`config.mk`:
```
export PLATFORM = sky130hd
export DESIGN_NAME = axis_video_pattern_gen_flat
export DESIGN_NICKNAME = d
export VERILOG_FILES = /design/src/rtl/axis_vid_pkg.sv /design/src/rtl/axis_video_pattern_gen_if.sv /design/src/rtl/axis_vid_pattern_lut.sv /design/src/rtl/axis_video_pattern_gen.sv /design/src/flat_wrapper.sv
export SDC_FILE = /design/constraint.sdc
export NUM_CORES = 1
export LEC_CHECK = 0
export BUFFER_PORTS_ARGS = -buffer_cell sky130_fd_sc_hd__buf_2
export CAP_MARGIN = 20
export CORE_MARGIN = 2
export CORE_UTILIZATION = 35
export CTS_BUF_LIST = sky130_fd_sc_hd__clkbuf_4 sky130_fd_sc_hd__clkbuf_8 sky130_fd_sc_hd__clkbuf_16
export DETAILED_ROUTE_END_ITERATION = 8
export PLACE_DENSITY = 0.54
export SETUP_SLACK_MARGIN = 0.2
export SYNTH_ARGS = -nofsm -noshare
export SYNTH_HDL_FRONTEND = slang
export SYNTH_SLANG_ARGS = --single-unit
```
`constraint.sdc`:
```
create_clock -name clk -period 7.1 [get_ports clk]
set_input_delay 1.065 -clock clk [delete_from_list [all_inputs] [get_ports clk]]
set_output_delay 1.065 -clock clk [all_outputs]
set_load 0.02 [all_outputs]
```
`src/rtl/axis_vid_pkg.sv`:
```
// Shared types and constants for the AXI4-Stream video pattern generator.
package axis_vid_pkg;

  typedef enum logic [2:0] {
    ST_IDLE,
    ST_BURST,
    ST_GAP,
    ST_LINE_GAP,
    ST_FRAME_GAP,
    ST_DONE
  } state_t;

  localparam logic [1:0] MODE_COUNTER = 2'd0;
  localparam logic [1:0] MODE_BARS    = 2'd1;
  localparam logic [1:0] MODE_RAMP    = 2'd2;
  localparam logic [1:0] MODE_FILL    = 2'd3;

  // Index 0 is the leftmost bar (white), index 7 the rightmost (black).
  localparam logic [7:0][23:0] BAR_COLORS = {
    24'h000000, 24'h0000FF, 24'hFF0000, 24'hFF00FF,
    24'h00FF00, 24'h00FFFF, 24'hFFFF00, 24'hFFFFFF
  };

endpackage

```
`src/rtl/axis_video_pattern_gen_if.sv`:
```
// AXI4-Stream video bus: 24-bit {R,G,B} pixel, tuser = start of frame, tlast = end of line.
interface axis_video_pattern_gen_if;
  logic [23:0] tdata;
  logic        tvalid;
  logic        tready;
  logic        tuser;
  logic        tlast;

  modport master (output tdata, tvalid, tuser, tlast, input tready);
  modport slave  (input tdata, tvalid, tuser, tlast, output tready);
endinterface

```
`src/rtl/axis_vid_pattern_lut.sv`:
```
// Pixel formatter: turns (mode, x, pixel counter, fill colour) into a registered tdata word.
module axis_vid_pattern_lut
  import axis_vid_pkg::*;
#(
  parameter int H_ACTIVE = 640,
  parameter int COMP_W   = 6,
  parameter int XW       = 10,
  parameter int PW       = 18
) (
  input  logic          clk,
  input  logic          rstn,
  input  logic          load,
  input  logic [1:0]    mode,
  input  logic [XW-1:0] x,
  input  logic [PW-1:0] p,
  input  logic [23:0]   fill_color,
  output logic [23:0]   tdata
);

  logic [23:0] pix;
  logic [7:0]  r, g, b, ramp;
  logic [2:0]  bar;

  always_comb begin
    // Counter components are left-justified so narrow COMP_W still spans the full range.
    r    = 8'(p[3*COMP_W-1:2*COMP_W]) << (8 - COMP_W);
    g    = 8'(p[2*COMP_W-1:COMP_W])   << (8 - COMP_W);
    b    = 8'(p[COMP_W-1:0])          << (8 - COMP_W);
    bar  = 3'((32'(x) * 32'd8) / 32'(H_ACTIVE));
    ramp = 8'(x);
    case (mode)
      MODE_COUNTER: pix = {r, g, b};
      MODE_BARS:    pix = BAR_COLORS[bar];
      MODE_RAMP:    pix = {ramp, ramp, ramp};
      default:      pix = fill_color;
    endcase
  end

  always_ff @(posedge clk or negedge rstn) begin
    if (!rstn)     tdata <= '0;
    else if (load) tdata <= pix;
  end

endmodule

```
`src/rtl/axis_video_pattern_gen.sv`:
```
// Paced AXI4-Stream test-pattern source with burst/gap, line and frame blanking; honours tready.
module axis_video_pattern_gen
  import axis_vid_pkg::*;
#(
  parameter int H_ACTIVE  = 640,
  parameter int V_ACTIVE  = 480,
  parameter int COMP_W    = 6,
  parameter int BURST_LEN = 4,
  parameter int GAP_LEN   = 3,
  parameter int LINE_GAP  = 1750,
  parameter int FRAME_GAP = 500000
) (
  input  logic                 clk,
  input  logic                 rstn,
  input  logic                 enable,
  input  logic [1:0]           mode,
  input  logic [23:0]          fill_color,
  input  logic [15:0]          num_frames,
  axis_video_pattern_gen_if.master m_axis_video,
  output logic                 busy,
  output logic                 frame_done,
  output logic [15:0]          frame_count
);

  localparam int XW   = (H_ACTIVE > 1) ? $clog2(H_ACTIVE) : 1;
  localparam int YW   = (V_ACTIVE > 1) ? $clog2(V_ACTIVE) : 1;
  localparam int PW   = 3 * COMP_W;
  localparam int BW   = $clog2(BURST_LEN + 1);
  localparam int GM0  = (GAP_LEN > LINE_GAP) ? GAP_LEN : LINE_GAP;
  localparam int GMAX = (GM0 > FRAME_GAP) ? GM0 : FRAME_GAP;
  localparam int GW   = (GMAX > 0) ? $clog2(GMAX + 1) : 1;

  state_t        state, after_frame;
  logic [1:0]    mode_q, mode_use;
  logic [15:0]   nframes_q, fc_seen;
  logic [BW-1:0] bcnt;
  logic [GW-1:0] gcnt;
  // nx/ny/p describe the next beat to be loaded, not the one on the bus.
  logic [XW-1:0] nx;
  logic [YW-1:0] ny;
  logic [PW-1:0] p;
  logic          tvalid_q, tuser_q, tlast_q;
  logic          xfer, eol, eof, burst_end, gap_done, go_on;
  logic          frame_end, start_frame, load;

  assign m_axis_video.tvalid = tvalid_q;
  assign m_axis_video.tuser  = tuser_q;
  assign m_axis_video.tlast  = tlast_q;

  always_comb begin
    xfer      = tvalid_q && m_axis_video.tready;
    eol       = tlast_q;
    // After the last beat of a frame is loaded, the row counter has wrapped to 0.
    eof       = tlast_q && (ny == '0);
    burst_end = (bcnt == BW'(BURST_LEN - 1));
    gap_done  = (gcnt == '0);
    fc_seen   = (state == ST_BURST) ? frame_count + 16'd1 : frame_count;
    go_on     = enable && !((nframes_q != 16'd0) && (fc_seen == nframes_q));
    frame_end = ((state == ST_BURST) && xfer && eof && (FRAME_GAP == 0)) ||
                ((state == ST_FRAME_GAP) && gap_done);
    start_frame = ((state == ST_IDLE) && enable) || (frame_end && go_on);
    load = start_frame ||
           (((state == ST_GAP) || (state == ST_LINE_GAP)) && gap_done) ||
           ((state == ST_BURST) && xfer && !eof &&
            (eol ? (LINE_GAP == 0) : !(burst_end && (GAP_LEN > 0))));
    mode_use = start_frame ? mode : mode_q;
    if (start_frame)
      after_frame = ST_BURST;
    else if ((nframes_q != 16'd0) && (fc_seen == nframes_q))
      after_frame = ST_DONE;
    else
      after_frame = ST_IDLE;
  end

  always_ff @(posedge clk or negedge rstn) begin
    if (!rstn) begin
      state       <= ST_IDLE;
      busy        <= 1'b0;
      frame_done  <= 1'b0;
      frame_count <= '0;
      mode_q      <= MODE_COUNTER;
      nframes_q   <= '0;
      bcnt        <= '0;
      gcnt        <= '0;
    end else begin
      frame_done <= 1'b0;
      if (start_frame) mode_q <= mode;
      case (state)
        ST_IDLE: if (enable) begin
          state       <= ST_BURST;
          busy        <= 1'b1;
          nframes_q   <= num_frames;
          frame_count <= '0;
          bcnt        <= '0;
        end
        ST_BURST: if (xfer) begin
          if (eof) begin
            frame_done  <= 1'b1;
            frame_count <= frame_count + 16'd1;
            bcnt        <= '0;
            if (FRAME_GAP > 0) begin
              state <= ST_FRAME_GAP;
              gcnt  <= GW'(FRAME_GAP - 1);
            end else begin
              state <= after_frame;
              busy  <= (after_frame == ST_BURST);
            end
          end else if (eol) begin
            bcnt <= '0;
            if (LINE_GAP > 0) begin
              state <= ST_LINE_GAP;
              gcnt  <= GW'(LINE_GAP - 1);
            end
          end else if (burst_end) begin
            bcnt <= '0;
            if (GAP_LEN > 0) begin
              state <= ST_GAP;
              gcnt  <= GW'(GAP_LEN - 1);
            end
          end else begin
            bcnt <= bcnt + BW'(1);
          end
        end
        ST_GAP, ST_LINE_GAP: begin
          if (gap_done) state <= ST_BURST;
          else          gcnt  <= gcnt - GW'(1);
        end
        ST_FRAME_GAP: begin
          if (gap_done) begin
            state <= after_frame;
            busy  <= (after_frame == ST_BURST);
          end else begin
            gcnt <= gcnt - GW'(1);
          end
        end
        ST_DONE: if (!enable) state <= ST_IDLE;
        default: state <= ST_IDLE;
      endcase
    end
  end

  always_ff @(posedge clk or negedge rstn) begin
    if (!rstn) begin
      tvalid_q <= 1'b0;
      tuser_q  <= 1'b0;
      tlast_q  <= 1'b0;
      nx       <= '0;
      ny       <= '0;
      p        <= '0;
    end else if (load) begin
      tvalid_q <= 1'b1;
      tuser_q  <= (nx == '0) && (ny == '0);
      tlast_q  <= (nx == XW'(H_ACTIVE - 1));
      p        <= p + PW'(1);
      if (nx == XW'(H_ACTIVE - 1)) begin
        nx <= '0;
        ny <= (ny == YW'(V_ACTIVE - 1)) ? '0 : ny + YW'(1);
      end else begin
        nx <= nx + XW'(1);
      end
    end else if (xfer) begin
      tvalid_q <= 1'b0;
      tuser_q  <= 1'b0;
      tlast_q  <= 1'b0;
    end
  end

  axis_vid_pattern_lut #(
    .H_ACTIVE (H_ACTIVE),
    .COMP_W   (COMP_W),
    .XW       (XW),
    .PW       (PW)
  ) u_lut (
    .clk        (clk),
    .rstn       (rstn),
    .load       (load),
    .mode       (mode_use),
    .x          (nx),
    .p          (p),
    .fill_color (fill_color),
    .tdata      (m_axis_video.tdata)
  );

endmodule
```
`src/flat_wrapper.sv`:
```
// flat-port wrapper written by rule: the top's interface ports become plain ports
module axis_video_pattern_gen_flat import axis_vid_pkg::*;
#(
  parameter int H_ACTIVE  = 640,
  parameter int V_ACTIVE  = 480,
  parameter int COMP_W    = 6,
  parameter int BURST_LEN = 4,
  parameter int GAP_LEN   = 3,
  parameter int LINE_GAP  = 1750,
  parameter int FRAME_GAP = 500000
)
  (clk, rstn, enable, mode, fill_color, num_frames, busy, frame_done, frame_count, m_axis_video_tdata, m_axis_video_tvalid, m_axis_video_tuser, m_axis_video_tlast, m_axis_video_tready);
  axis_video_pattern_gen_if m_axis_video_i ();
  input  logic clk;
  input  logic rstn;
  input  logic enable;
  input  logic [1:0] mode;
  input  logic [23:0] fill_color;
  input  logic [15:0] num_frames;
  output logic busy;
  output logic frame_done;
  output logic [15:0] frame_count;
  output wire logic [$bits(m_axis_video_i.tdata)-1:0] m_axis_video_tdata;
  output wire logic [$bits(m_axis_video_i.tvalid)-1:0] m_axis_video_tvalid;
  output wire logic [$bits(m_axis_video_i.tuser)-1:0] m_axis_video_tuser;
  output wire logic [$bits(m_axis_video_i.tlast)-1:0] m_axis_video_tlast;
  input wire logic [$bits(m_axis_video_i.tready)-1:0] m_axis_video_tready;
  assign m_axis_video_tdata = m_axis_video_i.tdata;
  assign m_axis_video_tvalid = m_axis_video_i.tvalid;
  assign m_axis_video_tuser = m_axis_video_i.tuser;
  assign m_axis_video_tlast = m_axis_video_i.tlast;
  assign m_axis_video_i.tready = m_axis_video_tready;
  axis_video_pattern_gen #(.H_ACTIVE(H_ACTIVE), .V_ACTIVE(V_ACTIVE), .COMP_W(COMP_W), .BURST_LEN(BURST_LEN), .GAP_LEN(GAP_LEN), .LINE_GAP(LINE_GAP), .FRAME_GAP(FRAME_GAP)) u_core (.clk(clk), .rstn(rstn), .enable(enable), .mode(mode), .fill_color(fill_color), .num_frames(num_frames), .m_axis_video(m_axis_video_i), .busy(busy), .frame_done(frame_done), .frame_count(frame_count));
endmodule
```
==> out/metrics.csv, run 1 <==
metric;value;unit
ctsResizeCount;0;
setup.worst_path.class;reg2reg;
worst_path_max_delay_cell;or3b_1;
timing.critical_path.arrival;5.38;ns
clock_latency;0.43;ns
syn2layout_area_growth;15.6;%
grt_first_pass_wirelength;35.6;mm
yosysSeqAreaShare;41.1;%
synth_edf_count;0;
number_of_filler_cells_placed_in_the_layout;2147;
finalWorstPathRequiredPeriod;5.05;ns
design.portCount;91;
async_reset_ff_share;100;%
postSynthNetCount;940;
final_nets;993;
portBuffers;90;
syn-instance-count;884;
die_h;152;µm
final_min_period_over_clock_period;71.1;%
drc;0;
post_route_cells_drive_above_1_share;15.9;%
critPathRequiredTime;7.43;ns
tritoncts.num_buffers;17;
worst_setup_hold_path_clk_slew;0.06;ns
detailedRoute.firstIterationViolations;518;
clock.fmax;198;MHz
dr_total_vias;6844;
worst_hold_startpoint;u_core.u_lut.tdata[10];
post-place-ws;2.11;ns
cts.sink_count;125;
postSynth.topFlopCell;dfrtp_1;
setup.worst_path.start_class;register;
final_antenna_net_count;0;
worst_clock_skew;0.00925;ns
post_cts_hold_buffer_count;0;
global_route.overflow_total;0;
place.detailed.hpwl;15.4;mm
standard_cell_row_count;53;
slew_headroom;32.9;%
report.final.hold_viol_count;0;
yosysUniqueCellTypes;68;
worstPathCellList;or3b_1 -> inv_1 -> ha_1 -> and2_1 -> a2111oi_2 -> nand4b_1 -> o21a_2 -> nor2_4 -> and3_1 -> buf_4 -> a31oi_1 -> a211oi_1;
tritoncts;built;
worst_r2r_endpoint;u_core.u_lut.tdata[5];
regToRegSetupSlack;2.05;ns
postSynthRegisterBits;125;
timing.final.max_slew_violations;0;
die_area;0.0230;mm²
wl_per_cell;17.8;µm
worst_slew_pin_slew;0.990;ns
holdCritPathClass;reg2reg;
postLayoutSetupSlackWorst;2.05;ns
min_delay_path_depth;1;
track_usage;19.8;%
clockRootBuffer;clkbuf_16;
setup_tns;0;ns
first_pass_iters;5;
power.leakage;3.90;nW
critPathCaptureType;register;
yosys_warnings;0;
worst_r2r_startpoint;u_core.state[2];
initial_standard_cell_utilization_of_the_core;35.9;%
path_max_fanout;25;
die_width;152;µm
grt_max_degree;78;
cts_buffer_depth;2;
num_antenna_cells;0;
h-tree-depth;4;
whs_endpoint;u_core.u_lut.tdata[10];
reg2regPathDepth;12;
postLayoutCoreUtil;41.5;%
finalSetupViolCount;0;
post_synth.cell_area_avg;8.62;µm²
run_status;finished clean;
vias_per_cell;5.59;
worst_ir_drop_vdd;0.187;mV
rsz0062_at_grt;no;
routed_wirelength;21.8;mm
grt_antenna_before_repair;0;
critPathMaxStageDelay;0.75;ns
grt_pass1_vias;6523;
cap_viol_max_count;0;
syn-cell-area;0.00762;mm²
floorplan.core_area;0.0212;mm²
cts.repair_timing.setup_buffer_count;0;
globalplace.congestion;0.856;
power_density;392;mW/mm²
layer usage:
layer | GRT usage (%) | up-vias | routed length, µm
met3 | 3.80 | 22 | 1110
met1 | 28.1 | 3327 | 10400
met2 | 30.9 | 171 | 10000
met4 | 5.74 | 0 | 312
met5 | 0 | - | 0
li1 | - | 3324 | -
worst max-delay path by stage:
stage	cells after the start	slack (ns)	startpoint	endpoint
after floorplan	5	3.62	enable	u_core.u_lut.tdata[15]
after global placement	12	2.16	u_core.state[0]	u_core.u_lut.tdata[8]
after detailed placement	12	2.11	u_core.state[0]	u_core.u_lut.tdata[6]
after CTS	12	2.10	u_core.state[2]	u_core.u_lut.tdata[5]
after global routing	12	1.65	u_core.state[2]	u_core.u_lut.tdata[4]
final	12	2.05	u_core.state[2]	u_core.u_lut.tdata[5]
cells by family (layout without fill, tap and decap cells):
family / count (synthesis) / after routing / synth area share [%]
buffers and inverters: 83 / 148 / 4.94
adder cells (fa/ha/maj): 12 / 12 / 1.91
AND/OR/NAND/NOR: 369 / 369 / 24.4
flip-flops: 125 / 125 / 41.1
multiplexers: 14 / 14 / 1.91
XOR/XNOR: 45 / 45 / 5.17
AO/OA/AOI/OAI: 236 / 236 / 20.6
cell usage after synthesis (4+ instances only):
cell	instances	area, µm²
o31ai_1	11	82.6
a22o_1	7	61.3
o21ai_0	78	390
mux2_2	4	45.0
nor2_1	53	199
a21o_1	17	128
nand4_1	20	125
o32ai_1	7	61.3
buf_6	4	45.0
nor4b_1	9	78.8
nand2_1	122	458
a21bo_2	4	40.0
a211oi_1	9	67.6
nor2b_1	7	43.8
or3_1	5	31.3
inv_1	19	71.3
nor4_1	14	87.6
ha_1	10	125
a31oi_1	7	43.8
dfrtp_1	125	3130
nand2b_1	10	62.6
a21oi_1	46	230
nand3_1	48	240
o41ai_1	5	43.8
mux2i_1	10	100
xnor2_1	32	280
and2_1	12	75.1
and4_1	6	52.6
clkbuf_1	36	135
and3_1	17	106
nor3b_1	8	60.1
buf_2	16	80.1
nor3_1	23	115
xor2_1	13	114
buf_4	4	30.0
o211ai_1	7	52.6
a311oi_1	14	123
report_power, final:
part           leakage, nW  internal (mW)  switching [mW]
Clock                0.318          0.627           0.315
Sequential            1.62          0.915           0.238
Combinational         1.95          0.508           0.851
worst max-delay path, delay by kind of cell, from the launching register on:
kind,cells,cell delay (ns)
simple gates,5,2.14
buf+inv,2,0.81
flops,1,0.49
compound gates,4,1.08
fa+ha+maj,1,0.43
sequential cells by signal (all words and copies together), names as in the netlist:
register                    count
u_core.nx                      10
u_core.state                    3
u_core.m_axis_video.tlast       1
u_core.p                       18
u_core.busy                     1
u_core.gcnt                    19
u_core.mode_q                   2
u_core.m_axis_video.tvalid      1
u_core.m_axis_video.tuser       1
u_core.bcnt                     3
u_core.nframes_q               16
u_core.frame_count             16
u_core.ny                       9
u_core.u_lut.tdata             24
u_core.frame_done               1
cells in the final DEF (no fill, tap or decap), types with 7 or more instances in the layout:
| cell type | synthesis | routed |
|---|---|---|
| nand2b_1 | 10 | 10 |
| nor2_1 | 53 | 53 |
| nor4_1 | 14 | 14 |
| nor3_1 | 23 | 23 |
| a31oi_1 | 7 | 7 |
| dfrtp_1 | 125 | 125 |
| buf_2 | 16 | 89 |
| a22o_1 | 7 | 7 |
| xnor2_1 | 32 | 32 |
| a21oi_1 | 46 | 46 |
| inv_1 | 19 | 19 |
| nor3b_1 | 8 | 8 |
| xor2_1 | 13 | 13 |
| nor4b_1 | 9 | 8 |
| o31ai_1 | 11 | 11 |
| ha_1 | 10 | 10 |
| o32ai_1 | 7 | 7 |
| and2_1 | 12 | 12 |
| nand4_1 | 20 | 20 |
| a311oi_1 | 14 | 14 |
| nand3_1 | 48 | 48 |
| o21ai_0 | 78 | 78 |
| buf_4 | 4 | 7 |
| clkbuf_16 | 0 | 17 |
| nor2b_1 | 7 | 7 |
| a211oi_1 | 9 | 9 |
| o211ai_1 | 7 | 7 |
| a21o_1 | 17 | 17 |
| mux2i_1 | 10 | 10 |
| nand2_1 | 122 | 122 |
| and3_1 | 17 | 17 |
per-stage QoR:
step / cells / hold WS, ns / total power, mW / area, µm²
2_1_floorplan: 884 / 0.445 / 2.11 / 7620
3_3_place_gp: 1192 / 0.468 / 2.50 / 8170
3_5_place_dp: 1193 / 0.464 / 2.51 / 8180
4_1_cts: 1224 / 0.478 / 3.47 / 8810
5_1_grt: 1224 / 0.495 / 3.69 / 8810
6_report: 1224 / 0.472 / 3.45 / 8810
final cells by class:
class | count | area (µm²) | share of cell area [%]
timing repair buffer | 97 | 509 | 5.78
clock inverter | 7 | 135 | 1.53
sequential | 125 | 3130 | 35.5
tap | 275 | 344 | 3.91
multi-input combinational | 676 | 4120 | 46.8
inverter | 20 | 75.1 | 0.852
clock buffer | 24 | 497 | 5.64
(Power assumes the default switching activity.)
==> run 2, diff against run 1 <==
Settings changed: PLACE_DENSITY 0.54 to 0.55.
Clock period 7.1 ns to 4.4 ns, I/O delays scaled along.
==> out/metrics.csv, run 2 (synthesis results as in run 1) <==
metric;value;unit
run_status;finished clean;
num_antenna_cells;0;
largest_reg_flops;24;
final_nets;1010;
syn2layout_area_growth;17.2;%
setup_tns;0;ns
cap_viol_max_count;0;
clockRootBuffer;clkbuf_16;
postLayoutSetupSlackWorst;0.542;ns
vias_per_cell;5.50;
tritoncts.num_buffers;17;
launching_element_of_the_worst_setup_path;u_core.state[2];
p_switching;2.30;mW
tritoncts;built;
first_pass_iters;5;
post_route_cells_drive_above_1_share;17.6;%
die_area;0.0230;mm²
p_clk_share;26.8;%
final_antenna_net_count;0;
initial_standard_cell_utilization_of_the_core;35.9;%
globalplace.congestion;0.869;
grt_max_degree;64;
critPathRequiredTime;4.72;ns
final_min_period_over_clock_period;87.7;%
clock.fmax;259;MHz
worstPathCellList;or3b_1 -> inv_1 -> nand4_1 -> mux2_2 -> mux2i_1 -> a21oi_1 -> o21a_2 -> nor2_4 -> o311ai_1 -> a311oi_1 -> a21o_1;
clock_latency;0.43;ns
report.final.hold_viol_count;0;
switching_share;41.3;%
wl_per_cell;17.5;µm
power_density;623;mW/mm²
mostFrequentLayoutCell;dfrtp_1;
critical_path.n_buffers_inverters;1;
rsz0062_at_grt;yes;
track_usage;19.9;%
mostFrequentLayoutCells;125 x dfrtp_1, 122 x nand2_1, 89 x buf_2, 78 x o21ai_0, 53 x nor2_1;
floorplan.core_area;0.0212;mm²
timing.critical_path.arrival;4.18;ns
regToRegSetupSlack;0.54;ns
worst_path_max_delay_cell;o311ai_1;
internal_power;3.27;mW
place.detailed.hpwl;15.7;mm
h-tree-depth;4;
setup.worst_path.start_class;register;
worst_ir_drop_vdd;0.363;mV
portBuffers;90;
worst_r2r_startpoint;u_core.state[2];
worst_clock_skew;0.00667;ns
path_delay_family;compound AO/OA/AOI/OAI gates;
p_seq_share;33.5;%
worst_slew_pin_slew;0.847;ns
cts_buffer_depth;2;
top_regs;u_core.u_lut.tdata (24), u_core.gcnt (19), u_core.p (18);
largest-register;u_core.u_lut.tdata;
setup.worst_path.class;reg2reg;
power.leakage;3.95;nW
dr_total_vias;6832;
worst_setup_hold_path_clk_slew;0.06;ns
global_route.overflow_total;0;
die_h;152;µm
routed_wirelength;21.8;mm
finalSetupViolCount;0;
cts.sink_count;125;
holdCritPathClass;in2async;
reg2regPathDepth;11;
critPathMaxStageDelay;0.75;ns
grt_antenna_before_repair;0;
timing.final.max_slew_violations;0;
slew_headroom;43.0;%
die_width;152;µm
post_cts_hold_buffer_count;0;
detailedRoute.firstIterationViolations;417;
grt_first_pass_wirelength;35.6;mm
worst_r2r_endpoint;u_core.u_lut.tdata[15];
design.portCount;91;
grt_pass1_vias;6591;
critPathCaptureType;register;
post-place-ws;0.453;ns
standard_cell_row_count;53;
drc;0;
proportion_of_power_drawn_by_combinational_gates;39.7;%
finalWorstPathRequiredPeriod;3.86;ns
path_max_fanout;16;
-- run 2: cell count changes in the layout (fill, tap and decap cells not counted) --
cell,change
clkinv_4,+3
inv_6,+2
clkinvlp_4,+3
a31oi_1,-1
clkbuf_8,-1
clkinv_2,-2
clkbuf_4,-3
bufinv_16,-1
buf_4,+17
a31oi_2,+1
-- run 2: power by group through the flow --
stage               combinational (mW)  sequential (mW)  clock [mW]
floorplan                         1.56             1.85           0
global placement                  2.18             1.88           0
detailed placement                2.21             1.87           0
CTS                               2.22             1.85        1.52
global route                      2.48             1.91        1.58
finish                            2.21             1.86        1.49
-- run 2: layer usage --
layer / track usage, % / wire length [µm] / vias up / share of wire (%)
met5: 0 / 0 / - / 0
met4: 6.11 / 387 / 0 / 1.8
met3: 3.89 / 1200 / 29 / 5.5
met2: 31.1 / 10000 / 199 / 46
met1: 27.9 / 10200 / 3252 / 47
li1: - / - / 3352 / -
-- run 2: worst max path at each step --
stage                             endpoint  depth (start not counted)
floorplan           u_core.u_lut.tdata[19]                         15
global placement     u_core.u_lut.tdata[2]                         11
detailed placement   u_core.u_lut.tdata[2]                         11
CTS                  u_core.u_lut.tdata[2]                         11
global route         u_core.u_lut.tdata[5]                         12
finish              u_core.u_lut.tdata[15]                         11
-- run 2: metrics by stage --
| step | power (mW) | utilization [%] | instance area [µm²] | std cells | hold WS [ns] |
|---|---|---|---|---|---|
| after CTS | 5.59 | 42.0 | 8920 | 1241 | 0.226 |
| final | 5.56 | 42.1 | 8930 | 1242 | 0.202 |
| after global routing | 5.97 | 42.1 | 8930 | 1242 | 0.238 |
| after detailed placement | 4.08 | 39.1 | 8300 | 1209 | 0.465 |
| after global placement | 4.06 | 39.1 | 8300 | 1209 | 0.470 |
| after floorplan | 3.41 | - | 7620 | 884 | 0.364 |
-- run 2: area by class of cell --
type / count / area (µm²)
timing repair buffer: 114 / 637
sequential: 125 / 3130
clock buffer: 20 / 460
clock inverter: 12 / 161
fill: 2130 / 12300
multi-input combinational: 676 / 4130
inverter: 20 / 75.1
tap: 275 / 344
-- run 2: worst register-to-register path: stages (launching register included) --
cell and delay, ns:
dfrtp_1 0.47, or3b_1 0.54, inv_1 0.24, nand4_1 0.21
mux2_2 0.29, mux2i_1 0.06, a21oi_1 0.33, o21a_2 0.41
nor2_4 0.16, o311ai_1 0.75, a311oi_1 0.12, a21o_1 0.19
-- run 2: repair_timing --
item | in CTS | in global routing
buffers inserted | 0 | 1
endpoints found under the setup margin | 0 | 8
resized for setup | 0 | 1
==> run 3, diff against run 2 <==
Settings changed: PLACE_DENSITY 0.55 to not set.
==> out/metrics.csv, run 3 (synthesis results as in run 1) <==
metric;value;unit
drc;0;
die_width;152;µm
power.leakage;3.95;nW
setup.worst_path.start_class;register;
globalplace.congestion;0.892;
standard_cell_row_count;53;
num_antenna_cells;0;
run_status;finished clean;
grt_pass1_vias;6576;
final_min_period_over_clock_period;88.6;%
initial_standard_cell_utilization_of_the_core;35.9;%
cts_buffer_depth;2;
largest_reg_flops;24;
syn2layout_area_growth;16.9;%
cts.repair_timing.setup_buffer_count;0;
wl_met3;1.30;mm
hold_slack;0.266;ns
holdCritPathClass;in2async;
wl_per_cell;17.1;µm
worst_setup_hold_path_clk_slew;0.06;ns
clock.fmax;256;MHz
cap_viol_max_count;0;
setup.worst_path.class;reg2reg;
launching_element_of_the_worst_setup_path;u_core.state[2];
clockRootBuffer;clkbuf_16;
final_antenna_net_count;0;
routed_wirelength;21.2;mm
finalWorstPathRequiredPeriod;3.90;ns
largest-register;u_core.u_lut.tdata;
clock_latency;0.43;ns
cts.sink_count;125;
top_regs;u_core.u_lut.tdata (24), u_core.gcnt (19), u_core.p (18);
worst_slew_pin_slew;0.914;ns
postLayoutSetupSlackWorst;0.501;ns
track_usage;19.4;%
portBuffers;90;
topRoutingLayerUsed;met4;
setup_tns;0;ns
worst_clock_skew;0.00970;ns
grt_first_pass_wirelength;34.8;mm
m1WireLength;9.75;mm
global_route.overflow_total;0;
timing.critical_path.arrival;4.23;ns
post_layout_nonfiller_instances;1243;
first_pass_iters;5;
vias_per_cell;5.61;
rsz0062_at_grt;no;
die_h;152;µm
worst_r2r_startpoint;u_core.state[2];
detailedRoute.firstIterationViolations;530;
tritoncts;built;
critPathRequiredTime;4.73;ns
grt_antenna_before_repair;0;
tritoncts.num_buffers;17;
dr_total_vias;6969;
place.detailed.hpwl;15.4;mm
die_area;0.0230;mm²
wl_met2;9.73;mm
power_density;615;mW/mm²
floorplan.core_area;0.0212;mm²
slew_headroom;38.1;%
post_route_cells_drive_above_1_share;17.7;%
post-place-ws;0.417;ns
number_of_filler_cells_placed_in_the_layout;2147;
worst_ir_drop_vdd;0.333;mV
path_max_fanout;16;
final_nets;1011;
h-tree-depth;4;
grt_max_degree;74;
mostFrequentLayoutCells;125 x dfrtp_1, 122 x nand2_1, 89 x buf_2, 78 x o21ai_0, 53 x nor2_1;
finalSetupViolCount;0;
critPathCaptureType;register;
report.final.hold_viol_count;0;
dp.cells;1210;
mostFrequentLayoutCell;dfrtp_1;
timing.final.max_slew_violations;0;
design.portCount;91;
run 3: cell count changes in the layout (fill, tap and decap cells not counted):
| cell | delta |
|---|---|
| bufinv_16 | -2 |
| clkbuf_8 | +2 |
| clkbuf_4 | +1 |
| buf_6 | -1 |
| inv_6 | -2 |
| buf_4 | +1 |
| clkinv_2 | +2 |
| clkinvlp_4 | -1 |
| buf_12 | +1 |
run 3: cell type report:
| type | instances | area (µm²) | area share (%) |
|---|---|---|---|
| clock inverters | 9 | 86.3 | 0.969 |
| repair buffers | 115 | 653 | 7.33 |
| multi-input cells | 676 | 4130 | 46.3 |
| flip-flops and latches | 125 | 3130 | 35.1 |
| inverters | 20 | 75.1 | 0.843 |
| clock buffers | 23 | 495 | 5.56 |
| well taps | 275 | 344 | 3.86 |
run 3: what timing repair did:
| item | in CTS | in global routing |
|---|---|---|
| hold buffers | 0 | 0 |
| gates resized for setup | 0 | 1 |
| setup endpoints to repair | 0 | 8 |
run 3: critical path, stage by stage (launching register included):
cell       delay [ns]
dfrtp_1          0.47
or3b_1           0.55
inv_1            0.24
ha_1             0.29
and2_1           0.17
a2111oi_2        0.29
nand4b_1         0.20
o21a_2           0.35
nor2_4           0.39
and3_1           0.27
buf_4            0.20
a31oi_2          0.11
a211oi_1         0.28
run 3: worst paths after layout:
| kind | to | slack, ns | depth (start not counted) |
|---|---|---|---|
| setup reg to reg | u_core.u_lut.tdata[3] | 0.50 | 12 |
| hold / removal | u_core.frame_count[13] | 0.27 | 1 |
| max in group asynchronous | u_core.state[1] | 3.30 | 2 |
| min in group clk | u_core.nframes_q[15] | 0.42 | 3 |
| setup / recovery | u_core.u_lut.tdata[3] | 0.50 | 12 |
| hold reg to reg | u_core.u_lut.tdata[19] | 0.47 | 1 |
run 3: metrics by stage:
step                power, mW  instance area (µm²)  util, %
detailed placement       4.09                 8310     39.2
finish                   5.47                 8910     42.0
CTS                      5.49                 8890     41.9
floorplan                3.41                 7620        -
global route             5.87                 8910     42.0
global placement         4.08                 8310     39.2
run 3: power by group:
| part | total [mW] | switching [mW] | leakage, nW | internal, mW |
|---|---|---|---|---|
| clock network | 1.37 | 0.521 | 0.286 | 0.847 |
| logic | 2.26 | 1.38 | 2.04 | 0.884 |
| registers | 1.84 | 0.366 | 1.62 | 1.48 |
run 3: metal layers:
| metal | vias up | GRT usage [%] |
|---|---|---|
| met4 | 0 | 6.67 |
| li1 | 3372 | - |
| met3 | 36 | 4.25 |
| met5 | - | 0 |
| met1 | 3322 | 26.9 |
| met2 | 239 | 30.2 |
